**src/rtl/alu_result_stage.sv**
```systemverilog
// -----------------------------------------------------------------------------
// alu_result_stage
//   Registered output stage behind the 32-bit ALU. It captures the result, the
//   op code and the qualified flags. A 2-entry skid buffer presents them to the
//   writeback stage over a valid/ready handshake. in_ready is registered and
//   does not depend combinationally on out_ready.
//   The block also keeps a sticky signed-overflow bit and counts retired
//   entries, meaning entries transferred on the output side.
//
//   state | meaning
//   ------+-----------------------------------------------------------
//   EMPTY | no entry held, out_valid = 0, in_ready = 1
//   ONE   | head register H valid, in_ready = 1
//   TWO   | H and skid register S valid, in_ready = 0
//
// Ports
//   clk, reset          clock, asynchronous active-high reset
//   in_valid/in_ready   upstream handshake
//   in_result, in_op    ALU result and op (op[1:0]: 00 and, 01 or, 10 add/sub)
//   in_cout/zero/set/ovf raw ALU flags
//   out_valid/out_ready downstream handshake
//   out_result, out_op  head entry
//   out_flags           {cout, zero, set, ovf} of the head entry (qualified)
//   ovf_sticky          sticky qualified overflow, ovf_clear clears it
//   op_count            wrapping count of output transfers
// -----------------------------------------------------------------------------
module alu_result_stage #(
   parameter int WIDTH = 32,
   parameter int CNT_W = 16
) (
   input  logic             clk,
   input  logic             reset,
   input  logic             in_valid,
   output logic             in_ready,
   input  logic [WIDTH-1:0] in_result,
   input  logic [2:0]       in_op,
   input  logic             in_cout,
   input  logic             in_zero,
   input  logic             in_set,
   input  logic             in_ovf,
   output logic             out_valid,
   input  logic             out_ready,
   output logic [WIDTH-1:0] out_result,
   output logic [2:0]       out_op,
   output logic [3:0]       out_flags,
   output logic             ovf_sticky,
   input  logic             ovf_clear,
   output logic [CNT_W-1:0] op_count
);

   typedef enum logic [1:0] {
      ST_EMPTY = 2'd0,
      ST_ONE   = 2'd1,
      ST_TWO   = 2'd2
   } state_t;

   state_t           r_state;
   state_t           w_state_nxt;
   logic             r_in_ready;

   logic [WIDTH-1:0] r_h_result;
   logic [2:0]       r_h_op;
   logic [3:0]       r_h_flags;
   logic [WIDTH-1:0] r_s_result;
   logic [2:0]       r_s_op;
   logic [3:0]       r_s_flags;

   logic             r_ovf_sticky;
   logic [CNT_W-1:0] r_op_count;

   logic             w_acc;
   logic             w_ret;
   logic             w_is_arith;
   logic [3:0]       w_in_flags;
   logic             w_load_h_in;
   logic             w_load_h_s;
   logic             w_load_s;

   assign out_valid  = (r_state != ST_EMPTY);
   assign in_ready   = r_in_ready;
   assign w_acc      = in_valid & r_in_ready;
   assign w_ret      = out_valid & out_ready;

   // Carry and overflow only have meaning for add/sub. Logic ops leave
   // whatever the adder produced on those wires, so both are masked here.
   assign w_is_arith = (in_op[1:0] == 2'b10);
   assign w_in_flags = {in_cout & w_is_arith, in_zero, in_set, in_ovf & w_is_arith};

   always_comb begin
      w_state_nxt = r_state;
      w_load_h_in = 1'b0;
      w_load_h_s  = 1'b0;
      w_load_s    = 1'b0;
      case (r_state)
         ST_EMPTY: begin
            if (w_acc) begin
               w_load_h_in = 1'b1;
               w_state_nxt = ST_ONE;
            end
         end
         ST_ONE: begin
            if (w_acc && !w_ret) begin
               w_load_s    = 1'b1;
               w_state_nxt = ST_TWO;
            end else if (w_acc && w_ret) begin
               w_load_h_in = 1'b1;
            end else if (w_ret) begin
               w_state_nxt = ST_EMPTY;
            end
         end
         ST_TWO: begin
            if (w_ret) begin
               w_load_h_s  = 1'b1;
               w_state_nxt = ST_ONE;
            end
         end
         default: w_state_nxt = ST_EMPTY;
      endcase
   end

   always_ff @(posedge clk or posedge reset) begin
      if (reset) begin
         r_state      <= ST_EMPTY;
         r_in_ready   <= 1'b0;
         r_h_result   <= '0;
         r_h_op       <= '0;
         r_h_flags    <= '0;
         r_s_result   <= '0;
         r_s_op       <= '0;
         r_s_flags    <= '0;
         r_ovf_sticky <= 1'b0;
         r_op_count   <= '0;
      end else begin
         r_state    <= w_state_nxt;
         r_in_ready <= (w_state_nxt != ST_TWO);

         if (w_load_h_in) begin
            r_h_result <= in_result;
            r_h_op     <= in_op;
            r_h_flags  <= w_in_flags;
         end else if (w_load_h_s) begin
            r_h_result <= r_s_result;
            r_h_op     <= r_s_op;
            r_h_flags  <= r_s_flags;
         end

         if (w_load_s) begin
            r_s_result <= in_result;
            r_s_op     <= in_op;
            r_s_flags  <= w_in_flags;
         end

         // A new overflow has priority over a clear in the same cycle.
         r_ovf_sticky <= (w_acc & w_in_flags[0]) | (r_ovf_sticky & ~ovf_clear);

         if (w_ret) begin
            r_op_count <= r_op_count + 1'b1;
         end
      end
   end

   assign out_result = r_h_result;
   assign out_op     = r_h_op;
   assign out_flags  = r_h_flags;
   assign ovf_sticky = r_ovf_sticky;
   assign op_count   = r_op_count;

endmodule

```
**config.mk**
```make
export PLATFORM = sky130hd
export DESIGN_NAME = alu_result_stage
export DESIGN_NICKNAME = d
export VERILOG_FILES = /design/src/rtl/alu_result_stage.sv
export SDC_FILE = /design/constraint.sdc
export NUM_CORES = 1
export LEC_CHECK = 0
export CAP_MARGIN = 10
export CORE_AREA = 2 2 124 102
export DETAILED_ROUTE_END_ITERATION = 16
export DIE_AREA = 0 0 126 104
export PLACE_DENSITY_LB_ADDON = 0.05
export SYNTH_ARGS = -nofsm -noshare
export SYNTH_HDL_FRONTEND = slang
export SYNTH_SLANG_ARGS = --single-unit
```
**constraint.sdc**
```tcl
create_clock -name clk -period 4.2 [get_ports clk]
set_input_delay 0.84 -clock clk [delete_from_list [all_inputs] [get_ports clk]]
set_output_delay 0.84 -clock clk [all_outputs]
set_load 0.02 [all_outputs]
```
### Word-level counts from Yosys, hierarchy flattened

Index checks and enable logic that the tools add are counted.

| cells by class | value |
|---|---|
| multiplexer cells | 20 |
| reduce and logical (&&, ||, !) cells | 6 |
| equality and inequality tests | 4 |
| bitwise gates (word level) | 8 |
| add/sub/neg operators | 1 |

Operators by type and width:

| operator | number |
|---|---|
| 32-bit two-way mux | 2 |
| 16-bit by 1-bit adder with 16-bit output, second input constant | 1 |
| 2-bit two-way mux | 5 |
| 4-bit two-way mux | 2 |
| 1-bit two-way mux | 7 |
| 1-bit bitwise AND | 6 |
| 3-bit two-way mux | 2 |
| 2-bit case mux with 3 select lines | 1 |
| 2-bit equality test, second input constant | 2 |
| 2-bit nonzero test | 2 |
| 2-bit by 1-bit equality test with 1-bit output, second input constant | 1 |
| 1-bit logical AND | 2 |
| 2-bit logical NOT | 1 |
| 2-bit != test, second input constant | 1 |
| 1-bit case mux with 2 select lines | 1 |
| 1-bit logical NOT | 1 |
| 1-bit NOT | 1 |
| 1-bit bitwise OR | 1 |

| storage, ports and cells | value |
|---|---|
| output and inout bits | 58 |
| register bits | 98 |
| bits of input ports | 44 |
| logic and storage cells | 49 |

### Longest topological paths before layout

Gate-level depths: netlist of the first run.

| logic depth | value |
|---|---|
| word-level depth | 7 |
| gate-level depth with buffers | 7 |
| mapped depth without buffers | 5 |

### Worst setup path before layout of the first run

No wires, ideal clock.

| timing | value |
|---|---|
| path kind | in2reg |
| start | in in_valid |
| end | reg r_s_result[10] |
| setup time | 125 ps |
| cell stages on the path | 5 |
| arrival time | 1,928 ps |
| required time | 4,075 ps |
| slack | 2,147 ps |
| path buffers | 2 |
| cell sequence | nand2_1 > or3b_1 > buf_2 > buf_6 > mux2_4 |

| on the way | value |
|---|---|
| word-level cells in the longest chain between the ends | 4 |

RTL lines:

| item | line | RTL |
|---|---|---|
| start: declaration | 33 | `input logic in_valid,` |
| 1-bit bitwise AND | 81 | `assign w_acc = in_valid & r_in_ready;` |
| 1-bit logical AND | 102 | `if (w_acc && !w_ret) begin` |
| 1-bit two-way mux | 102 |  |
| 1-bit two-way mux | 94 | `case (r_state)` |
| end signal: assignment | 148 | `r_s_result <= in_result;` |
| end: declaration | 64 | `logic [WIDTH-1:0] r_s_result;` |

Every way passes these cells.
A chain may end at the register's enable or synchronous reset.

### Worst setup path in the final report of the first run

| timing | value |
|---|---|
| start | in out_ready |
| end | reg r_s_op[2] |

| on the way | value |
|---|---|
| word-level cells in the longest chain between the ends | 5 |

RTL lines:

| item | line | RTL |
|---|---|---|
| start: declaration | 42 | `input logic out_ready,` |
| 1-bit bitwise AND | 82 | `assign w_ret = out_valid & out_ready;` |
| 1-bit logical NOT | 102 |  |
| 1-bit logical AND | 102 |  |
| 1-bit two-way mux | 102 |  |
| 1-bit two-way mux | 94 |  |
| end signal: assignment | 149 | `r_s_op <= in_op;` |
| end: declaration | 65 | `logic [2:0] r_s_op;` |

Every way passes these cells.

==> results.toml, run 1 <==
[status]
outcome = "finished, final reports clean"

[power_and_ir_drop]
power.total_uw = 4010
p_sw_uw = 1310
peakVddDrop_mv = 0.328
comb_power_share_pct = 39.0
netSwitchingFraction_pct = 32.7
p_leak_uw = 0.00272
p_seq_share_pct = 40.1
power.density_nw_per_um2 = 713
clkPwrFrac_pct = 20.9
p_int_uw = 2700

[final_layout]
syn_to_final_growth_pct = 34.8
layout.cells.non_filler = 556
nets = 444
fill_cells = 1090
num_antenna_cells = 0
fin_area_um2 = 5620
drive_gt1_share_pct = 16.1

[sta]
fmax_mhz = 385
fin_crit_sh_pct = 61.9
period_needed_ns = 2.60
setup_viol = 0
rsz0062_at_grt = "no"
slew_headroom_pct = 30.4
fin_worst_skew_ns = 0.00792
worst_slew_pin_slew_ns = 1.04
setup_tns_ns = 0
maxSlewViolCount = 0
fin_hold_ws_ns = 0.476
final_hold_viol_count = 0

[setup_path]
critical_path_buf_inv_count = 1
required_ns = 4.43
critical_path.top_delay_family = "simple AND/OR/NAND/NOR gates"
path_class = "input pin to register"
worstPathArrival_ns = 2.83
critPathCaptureType = "register"
worstPathMaxFanout = 42
cp-start-kind = "input pin"
cp_slowest_cell = "or3b_4"
critPathMaxStageDelay_ns = 0.81
crit_chain = "clkdlybuf4s50_1 -> nor2b_4 -> or3b_4 -> mux2_2"

[place]
dp.cells = 540
numPortBuffers = 101
dpl.hpwl_um = 5620
placed_area_um2 = 5320
globalplace.congestion = 0.749

[clock_network]
cts_setup_buffers = 0
cts_buffers = 9
cts_buffer_depth = 2
ctsRootBufferMaster = "clkbuf_16"
ctsHoldBuffers = 0
cts_tree = "built"
cts.htree.levels = 3
cts_sinks = 98
cts_resized = 0
insertion_delay_ns = 0.34
path_clk_slew_ns = 0.07

[floorplan]
die_y_um = 104
core_area_um2 = 11900
start_util_pct = 35.1
fp-row-count = 36
dieArea_um2 = 13100
die_w_um = 126
pin_count = 102

[route]
wl_per_cell_um = 16.6
drt_wl_total_um = 9200
vias = 2714
ant_nets = 0
via_per_inst = 4.88
first_iter_violations = 115
dr.pass1.iters = 4
drc_errors = 0

[worst_hold_path]
hold_class = "register to register"

[yosys]
synth_seq_area_share_pct = 58.8
yosys.cell_types.count = 34
syn-cell-area_um2 = 4170
avgSynthCellArea_um2 = 13.9
synth-seq-cells = 98
synth_warnings = 0
syn_inst = 301
syn_nets = 346

[global_route]
grt_usage_pct = 14.5
gr-usage-met1_pct = 20.6
grt_max_degree = 81
grt-ovfl-total = 0
top_usage_layer = "met2"
met3_usage_pct = 4.12
antenna_found_initial = 0
use_met2_pct = 21.6
grt_pass1_vias = 2826
grt_pass1_wl_um = 14900

[run]
drv_cap = 0
power by group through the flow:
stage	Combinational [uW]	Sequential, uW	Clock [uW]
floorplan	744	1810	0
global placement	1570	1620	0
detailed placement	1590	1620	0
CTS	1590	1610	863
global route	1680	1660	898
finish	1560	1610	836
area by class of cell:
type / instances / area, um^2 / share of cell area [%]
inverter: 5 / 21.3 / 0.378
clock inverter: 7 / 76.3 / 1.36
sequential: 98 / 2450 / 43.6
tap: 152 / 190 / 3.38
clock buffer: 9 / 225 / 4.01
timing repair buffer: 105 / 1040 / 18.5
multi-input combinational: 180 / 1620 / 28.7
placed cells by master, fill, tap and decap left out, drive strengths merged, types with 2 or more instances in the layout:
cell type	netlist	final
xor2	2	2
xnor2	13	13
nor2	5	5
nand4	3	3
mux2	37	37
buf	11	4
clkbuf	7	9
a21o	37	37
clkdlybuf4s50	0	101
inv	5	7
nand3	5	5
o22ai	2	2
clkinvlp	0	2
dfrtp	98	98
nor2b	3	3
nand2	16	16
a22o	37	37
and2	2	2
nor3	3	3
o21ai	4	4
clkinv	0	2
a221o	2	2
synth_stat cells (all sizes together):
master	n	area (um^2)
ha	1	12.5
nand2	16	60.1
a21o	37	278
nand4	3	18.8
and2	2	12.5
or2	1	6.26
mux2i	1	10.0
a21oi	1	5.00
xor2	2	17.5
inv	5	18.8
clkbuf	7	27.5
and4	1	8.76
nand3	5	25.0
nor2	5	18.8
o21ai	4	20.0
dfrtp	98	2450
or3b	1	8.76
mux2	37	548
a221o	2	20.0
o22ai	2	12.5
xnor2	13	114
nor3	3	25.0
nor2b	3	26.3
buf	11	78.8
nand2b	1	6.26
o211ai	1	7.51
and3	1	6.26
a22o	37	324
layer usage:
metal / routed length (um) / vias up / part of all wire (%)
met5: 0 / - / 0
met4: 109 / 0 / 1.2
met3: 415 / 11 / 4.5
met2: 3980 / 68 / 43
met1: 4700 / 1357 / 51
li1: - / 1278 / -
registers in the layout (all words and copies together), names as in the netlist:
register,count
out_result,32
r_s_result,32
op_count,16
out_flags,4
r_s_flags,4
out_op,3
r_s_op,3
r_state,2
in_ready,1
ovf_sticky,1
per-stage QoR:
stage               utilization [%]  setup WS (ns)
floorplan                         -          0.798
global placement               44.7           1.24
detailed placement             44.7           1.20
CTS                            47.3           1.56
global route                   47.3           1.50
finish                         47.3           1.60
final timing paths:
| check | start | end | slack [ns] | cells after the start |
|---|---|---|---|---|
| max | out_ready | r_s_op[2] | 1.60 | 4 |
| min | out_result[0] | out_result[0] | 0.48 | 1 |
| max reg2reg | r_state[0] | r_s_op[2] | 2.24 | 3 |
| min reg2reg | out_result[0] | out_result[0] | 0.48 | 1 |
| max in group asynchronous | reset | out_flags[0] | 2.34 | 3 |
| min in group asynchronous | reset | out_result[6] | 1.09 | 2 |
logic make-up (layout without fill, tap and decap cells):
logic type,count (synthesis),count (layout),share of synthesized area [%]
flops,98,98,58.8
compound gates,84,84,16.0
simple gates,42,42,5.34
mux,38,38,13.4
buf+inv,23,126,3.00
xor+xnor,15,15,3.15
fa+ha+maj,1,1,0.300
Power figures use the tool's default switching activity.
==> run 2, diff against run 1 <==
clock period = 2.09 ns   (was 4.2 ns; I/O delays follow)
==> run 2 against run 1 <==
Against the previous run: worst hold slack worse by 0.0024 ns; clock power up 87%; via count up 1.8%; total power up 100%; non-clock buffer count up 15; count of clock-buffer cells in the layout up 2; global-route usage up 0.085 points; wire length down 0.25%.
==> results.toml, run 2 (synthesized netlist as in run 1, its figures left out) <==
[setup_path]
worstPathMaxFanout = 17
worstPathArrival_ns = 2.16
crit_top_cell = "buf_4"
cp-start-kind = "input pin"
critPathCaptureType = "register"
critPathMaxStageDelay_ns = 0.66
path_class = "input pin to register"
crit_chain = "clkdlybuf4s50_1 -> nor2b_4 -> buf_4 -> nor3_4 -> buf_4 -> and3_1 -> a221o_1"
required_ns = 2.36
r2r_slack_ns = 0.44
critical_path_buf_inv_count = 3
cp_slowest_cell = "clkdlybuf4s50_1"
critical_path.top_delay_family = "buffers and inverters"

[route]
drc_errors = 0
wl_per_cell_um = 16.1
dr.pass1.iters = 5
drt_wl_total_um = 9180
vias = 2764
ant_nets = 0
first_iter_violations = 98
via_per_inst = 4.84

[final_layout]
drive_gt1_share_pct = 19.1
syn_to_final_growth_pct = 39.6
layout_commonest_cell = "clkdlybuf4s50_1"
final_core_util_pct = 48.9
layout.cells.non_filler = 571
num_antenna_cells = 0
fill_cells = 1082
nets = 459
final_cell_mix = "100 x clkdlybuf4s50_1, 98 x dfrtp_1, 37 x a22o_1, 37 x a21o_1, 35 x mux2_4"

[power_and_ir_drop]
peakVddDrop_mv = 0.701
power.total_uw = 8130
power.density_nw_per_um2 = 1400
p_leak_uw = 0.00284

[clock_network]
cts_setup_buffers = 0
cts_buffers = 9
ctsRootBufferMaster = "clkbuf_16"
cts_buffer_depth = 2
path_clk_slew_ns = 0.06
cts_sinks = 98
cts_tree = "built"
insertion_delay_ns = 0.33
cts.htree.levels = 3

[place]
dp.cells = 555
post-place-ws_ns = -0.147
numPortBuffers = 101
globalplace.congestion = 0.771
dpl.hpwl_um = 6070

[sta]
period_needed_ns = 1.89
fin_crit_sh_pct = 90.6
rsz0062_at_grt = "no"
slew_headroom_pct = 64.4
fin_worst_skew_ns = 0.00824
final_hold_viol_count = 0
worst_slew_pin_slew_ns = 0.534
setup_viol = 0
setup_ws_ns = 0.197
maxSlewViolCount = 0
fmax_mhz = 528

[floorplan]
die_w_um = 126
pin_count = 102
fp-row-count = 36
start_util_pct = 35.1
dieArea_um2 = 13100
core_area_um2 = 11900
die_y_um = 104

[run]
drv_cap = 0

[global_route]
grt_max_degree = 99
grt_pass1_vias = 2875
grt_usage_pct = 14.6
grt-ovfl-total = 0
grt_pass1_wl_um = 15300
antenna_found_initial = 0

[worst_hold_path]
hold_class = "register to register"

[status]
outcome = "finished, final reports clean"
==> run 2: cell type report <==
class / count / area (um^2) / share of cell area, %
inverters: 5 / 22.5 / 0.387
well taps: 152 / 190 / 3.27
clock inverters: 5 / 28.8 / 0.495
multi-input cells: 180 / 1620 / 27.8
clock buffers: 11 / 253 / 4.34
flip-flops and latches: 98 / 2450 / 42.2
repair buffers: 120 / 1260 / 21.6
==> run 2: per-layer routing <==
layer / vias up / track usage [%] / part of all wire [%]
met3: 6 / 4.12 / 4.7
met2: 70 / 21.2 / 45
li1: 1308 / - / -
met1: 1380 / 21.4 / 50
met5: - / 0 / 0
met4: 0 / 3.53 / 0.81
==> run 2: worst paths after layout <==
kind / depth (start not counted) / end / startpoint
max reg2reg: 6 / out_flags[3] / r_state[0]
max in group asynchronous: 3 / out_result[29] / reset
max: 7 / out_flags[3] / out_ready
min reg2reg: 1 / out_result[10] / out_result[10]
min: 1 / out_result[10] / out_result[10]
min in group asynchronous: 3 / out_result[10] / reset
==> run 2: power by group <==
| group | total, uW | leakage (uW) | switching (uW) | internal [uW] |
|---|---|---|---|---|
| logic | 3370 | 0.00148 | 1420 | 1950 |
| registers | 3200 | 0.00121 | 495 | 2710 |
| clock network | 1560 | 0.000145 | 693 | 866 |
| total | 8130 | 0.00284 | 2610 | 5520 |
==> run 2: per-stage QoR <==
step	instance area [um^2]	hold slack [ns]	setup TNS [ns]
floorplan	4170	0.450	0
global placement	5530	0.457	-6.12
detailed placement	5530	0.465	-7.78
CTS	5820	0.480	0
global route	5820	0.487	0
finish	5820	0.473	0
==> run 2: what timing repair did <==
| item | in CTS | in global routing |
|---|---|---|
| setup endpoints to repair | 0 | 1 |
| gates resized for setup | 0 | 1 |
| hold buffers | 0 | 0 |
